$ cat src/rtl/serial_adder_pkg.sv
// Shared definitions for the bit-serial adder: default operand width and FSM states.
package serial_adder_pkg;

    localparam int WIDTH_DEFAULT = 4;

    typedef enum logic [1:0] {
        LOAD = 2'd0,
        ADD  = 2'd1,
        DONE = 2'd2
    } state_t;

endpackage

$ cat src/rtl/full_adder.sv
// Single-bit combinational full adder used by the serial datapath.
module full_adder (
    input  logic a,
    input  logic b,
    input  logic cin,
    output logic s,
    output logic co
);

    assign s  = a ^ b ^ cin;
    assign co = (a & b) | (a & cin) | (b & cin);

endmodule

$ cat src/rtl/serial_adder.sv
// Bit-serial adder: LOAD captures operands, WIDTH ADD cycles ripple LSB-first
// through one full adder, DONE idles a cycle; results register on completion.
module serial_adder
    import serial_adder_pkg::*;
#(
    parameter int WIDTH = WIDTH_DEFAULT
) (
    input  logic             clk,
    input  logic             reset,
    input  logic [WIDTH-1:0] data_a,
    input  logic [WIDTH-1:0] data_b,
    output logic [WIDTH-1:0] out,
    output logic             cout
);

    localparam int CW = $clog2(WIDTH + 1);
    localparam logic [CW-1:0] LAST = CW'(WIDTH - 1);

    state_t           state;
    logic [WIDTH-1:0] op_a;
    logic [WIDTH-1:0] op_b;
    logic [WIDTH-2:0] psum;
    logic             carry;
    logic [CW-1:0]    cnt;
    logic             sum_bit;
    logic             carry_next;

    full_adder u_fa (
        .a   (op_a[0]),
        .b   (op_b[0]),
        .cin (carry),
        .s   (sum_bit),
        .co  (carry_next)
    );

    // psum holds the low WIDTH-1 sum bits; the final bit joins them straight into out.
    always_ff @(posedge clk or negedge reset) begin
        if (!reset) begin
            state <= LOAD;
            op_a  <= '0;
            op_b  <= '0;
            psum  <= '0;
            carry <= 1'b0;
            cnt   <= '0;
            out   <= '0;
            cout  <= 1'b0;
        end else begin
            case (state)
                LOAD: begin
                    op_a  <= data_a;
                    op_b  <= data_b;
                    psum  <= '0;
                    carry <= 1'b0;
                    cnt   <= '0;
                    state <= ADD;
                end
                ADD: begin
                    op_a  <= op_a >> 1;
                    op_b  <= op_b >> 1;
                    psum  <= (WIDTH-1)'({sum_bit, psum} >> 1);
                    carry <= carry_next;
                    cnt   <= cnt + CW'(1);
                    if (cnt == LAST) begin
                        out   <= {sum_bit, psum};
                        cout  <= carry_next;
                        state <= DONE;
                    end
                end
                DONE: begin
                    state <= LOAD;
                end
                default: begin
                    state <= LOAD;
                end
            endcase
        end
    end

endmodule

$ cat config.mk
export PLATFORM = sky130hd
export DESIGN_NAME = serial_adder
export DESIGN_NICKNAME = d
export VERILOG_FILES = /design/src/rtl/serial_adder_pkg.sv /design/src/rtl/full_adder.sv /design/src/rtl/serial_adder.sv
export SDC_FILE = /design/constraint.sdc
export NUM_CORES = 1
export LEC_CHECK = 0
export ABC_AREA = 1
export CORE_ASPECT_RATIO = 1.4
export CORE_UTILIZATION = 46
export DETAILED_ROUTE_END_ITERATION = 8
export PLACE_DENSITY = 0.7
export SYNTH_ARGS = -nofsm -noshare
export SYNTH_HDL_FRONTEND = slang
export SYNTH_SLANG_ARGS = --single-unit
export TNS_END_PERCENT = 30
$ cat constraint.sdc
create_clock -name clk -period 1.2 [get_ports clk]
set_input_delay 0.24 -clock clk [delete_from_list [all_inputs] [get_ports clk]]
set_output_delay 0.24 -clock clk [all_outputs]
set_load 0.05 [all_outputs]
Yosys cells after proc, flatten, opt, wreduce, memory -nomap -nowiden. Index checks and enable logic that the tools add are counted.

Bits in writable memories: 0. Memory bits (read-only): 0. Output and inout bits: 5. Input port bits: 10. Word-level logic and storage cells: 29. Bits in latches: 0. Memories kept: 0. Flip-flop bits (word level): 22.

Shift operators: 0. Equality and inequality tests: 3. Reduce and logical (&&, ||, !) cells: 3. Div/mod/pow operators: 0. Magnitude comparators: 0. Multiply operators: 0. Mux-type cells: 7. Bitwise operators: 7. $add $sub $neg: 1.

Operator list (count): $pmux 4 s2 (2); $pmux 3 s2 (2); $pmux 2 s2 (1); $add 3x1->3 const B (1); $and 1x1->1 (3); $eq 3x2->1 const B (1); $eq 2x1->1 const B (1); $logic_not 2->1 (1); $mux 2 (1); $ne 2x2->1 const B (1); $or 1x1->1 (2); $pmux 1 s2 (1); $reduce_and 2->1 (1); $reduce_bool 2->1 (1); $xor 1x1->1 (2).

Logic depth before layout (Yosys ltp).
Depth in word-level cells: 4. Gate-level depth with buffers: 5. Mapped depth without buffers: 5.

Modules after synthesis. From an unflattened synthesis, not the netlist that was laid out.

Cell total of the unflattened synthesis: 100. Area, all modules: 978.4 um^2.

By module, submodules not included: serial_adder (times used 1, area each 958.4 um^2, cells an instance 99, seq. area each 550.5 um^2); full_adder (times used 1, area each 20.0 um^2, cells an instance 1, seq. area each 0.0 um^2).

Least setup slack after synthesis. OpenSTA, ideal clock, no wires.

Path type: flip-flop to flip-flop. From: reg carry. To: reg out[3]. Path buffers: 0. Cell stages (with the launch flop): 4. Clock period less this slack: 1.142 ns. Arrival: 1.077 ns. Setup slack: 0.058 ns. Data required time: 1.134 ns. Library setup time: 0.066 ns. Cell sequence: dfrtp_1 fa_1 nand4_1 nand2_1.

Longest elaborated chain between the ends: 1.

RTL lines: from (decl) (RTL line serial_adder.sv:23) `logic carry;`; from (signal assigned) (RTL line serial_adder.sv:61) `carry <= carry_next;`; $xor 1x1->1 (RTL line full_adder.sv:10) `assign s = a ^ b ^ cin;`; via sum_bit (RTL line serial_adder.sv:25) `logic sum_bit;`; to (signal assigned) (RTL line serial_adder.sv:64) `out <= {sum_bit, psum};`; to (decl) (RTL line serial_adder.sv:12) `output logic [WIDTH-1:0] out,`.

The timed path passes the listed nets, and every way through them passes these cells. A chain may end at the register's enable or synchronous reset.

Worst setup path in the final report.
From: reg op_a[0]. To: reg psum[2].

Longest elaborated chain between the ends: 3.

RTL lines: from (decl) (RTL line serial_adder.sv:20) `logic [WIDTH-1:0] op_a;`; from (signal assigned) (RTL line serial_adder.sv:50) `op_a <= data_a;`; from (signal assigned) (RTL line serial_adder.sv:58) `op_a <= op_a >> 1;`; $xor 1x1->1 (2 in series) (RTL line full_adder.sv:10); via sum_bit (RTL line serial_adder.sv:25); $pmux 3 s2 (RTL line serial_adder.sv:48) `case (state)`; to (signal assigned) (RTL line serial_adder.sv:60) `psum <= (WIDTH-1)'({sum_bit, psum} >> 1);`; to (decl) (RTL line serial_adder.sv:22) `logic [WIDTH-2:0] psum;`.

The timed path passes the listed nets, and every way through them passes these cells.

==> metrics <==
nets=133; Final Hold Fails=0; DRT Pass-1 Iters=4; H-tree levels=1; Netlist cell types=15; setup ws final=-10.3 ps; largest area contributor in the netlist=dfrtp_1; IO buf count=14; Clock Skew=9.96 ps; GR Overflow Total=0; ANT nets after route=0; top cell type's share of synthesized area=56.3%; R2R cell count=3; clk buf depth=2; Crit path required time=1450 ps; initial core utilization=49.5%; first-pass GRT wire length=2.97 mm; # Max-Cap Violations=0; DR WL/cell=12.1 um; fillcell total=162; r2r endpoint=psum[2]; # placed instances=135; Max-slew headroom=73.6%; Final Non-Filler Cells=140; number of synthesized register bits=22; CP max FO=2; Final Power=1.67 mW; startpoint types=register; Antenna Cells=0; Clk Latency, worst-skew pair=320 ps; Final setup viols=1; dominant cells by area after synthesis=dfrtp_1 (56%), nand2_1 (15%), nand3_1 (7.2%); DR vias/cell=5.39; Yosys warnings=0; reg2reg start=op_a[0]; DRC violations left=0; Initial DRC Count=25; initial antenna violation count=0; power per cell area=1300 nW/um^2; Final HPWL DP=1.16 mm; I/O Pins=15; share of cells above drive strength 1=17.6%; design area=1280 um^2; Worst setup EP type=register; Seq/Total Area, Yosys=56.3%; vias in the first global route=721; flop-to-flop setup slack=-10 ps; Slew Limit Fails=0; vias after detailed routing=755; status=complete, but fails checks; crit path DAT=1460 ps; CTS buffer count=3; worst hold path type=input port to asynchronous set/reset pin; CP Class=register to register; LEAKAGE=0.626 nW; GRT Overall Usage=18.5%; minimum clock period=1210 ps; Max Fclk=826 MHz; Die Footprint=2320 um^2; setup TNS=-10.3 ps; Rows=19; post-synth net total=113; TritonCTS clock tree=done; Worst-path clk slew=130 ps; placeable core area=1970 um^2; placed cell area=1210 um^2; synthesized area=977 um^2; hold buffer count at CTS=0; die width=41.0 um; failing checks=setup timing; Max VDD drop=996 uV; P&R area growth vs syn=31.0%; Post-Syn Instances=100; Worst-Margin Slew=397 ps; Hold Slack=249 ps; RePlAce Congestion=0.670; clock root cell=clkbuf_4; post-route clock period utilization=101%; Syn Area/Cell=9.77 um^2; pin count of the biggest net entering global routing=23; Clock Sinks=22; RSZ-0062 raised after global routing=yes; final wirelength=1.70 mm; die height=56.5 um
flip-flops by register name, indices dropped and copies added, names as in the netlist:
register,cells
state,2
carry,1
psum,3
op_a,4
cout,1
out,4
cnt,3
op_b,4
worst max-delay path, stage by stage, from the launching register on:
cell	delay [ps]
dfrtp_1	420
fa_1	570
nand3_1	80
o21ai_1	70
metal layers:
layer / vias up / GRT usage [%] / routed length [um] / part of all wire, %
li1: 368 / - / - / -
met1: 364 / 23.1 / 736 / 43
met5: - / 0 / 0 / 0
met4: 0 / 8.57 / 53 / 3.1
met3: 5 / 3.56 / 59 / 3.5
met2: 18 / 29.2 / 846 / 50
cells in the final DEF (no fill, tap or decap):
master	instances
dfrtp_1	22
ha_1	1
ha_4	1
a21oi_1	1
buf_4	4
inv_1	3
clkdlybuf4s50_1	9
inv_8	1
nand2_1	38
buf_12	7
nand4_1	5
nand3_1	14
nor2_4	1
fa_1	1
nand3_2	3
bufinv_16	1
clkbuf_4	3
o21ai_1	4
worst max-delay path by stage:
stage,endpoint,slack [ps],startpoint,cells past startpoint
floorplan,out[3],60,carry,3
global placement,out[3],30,carry,3
detailed placement,out[1],-7,cnt[0],5
CTS,psum[2],-10,carry,3
global route,psum[2],-60,op_a[0],3
finish,psum[2],-10,op_a[0],3
cell usage after synthesis, drive strengths merged:
master  instances
nand2          38
a21oi           1
fa              1
nand4           5
nor2            1
inv             4
dfrtp          22
ha              2
o21ai           4
nand3          17
buf             5
cell type report:
| cell class | instances | area, um^2 | area share (%) |
|---|---|---|---|
| Sequential cell | 22 | 551 | 43.0 |
| Timing Repair Buffer | 20 | 260 | 20.3 |
| Inverter | 4 | 22.5 | 1.76 |
| Clock buffer | 3 | 22.5 | 1.76 |
| Multi-Input combinational cell | 69 | 368 | 28.7 |
| Clock inverter | 1 | 30.0 | 2.35 |
| Tap cell | 21 | 26.3 | 2.05 |
power by group:
group / total (mW) / switching (mW) / internal, mW
Combinational: 0.285 / 0.137 / 0.148
Clock: 0.571 / 0.233 / 0.338
Sequential: 0.815 / 0.0354 / 0.779
Total: 1.67 / 0.405 / 1.26
kinds of logic after synthesis:
family                   after synthesis  share of synthesized area [%]
AO/OA/AOI/OAI                          5                           2.56
AND/OR/NAND/NOR                       61                           29.2
buffers and inverters                  9                           7.30
adder cells (fa/ha/maj)                3                           4.61
flip-flops                            22                           56.3
what timing repair did:
| item | 4_1_cts | 5_1_grt |
|---|---|---|
| pin swaps | 1 | 3 |
| setup endpoints to repair | 6 | 6 |
| buffers inserted | 0 | 1 |
| resized for setup | 1 | 2 |
per-stage QoR:
stage | setup slack [ps] | util [%]
final | -10.3 | 64.9
after global routing | -57.0 | 64.9
after CTS | -11.6 | 64.0
after detailed placement | -7.23 | 61.2
after global placement | 31.7 | 61.2
after floorplan | 57.6 | -
No activity file was read; power rests on OpenSTA's default activity.
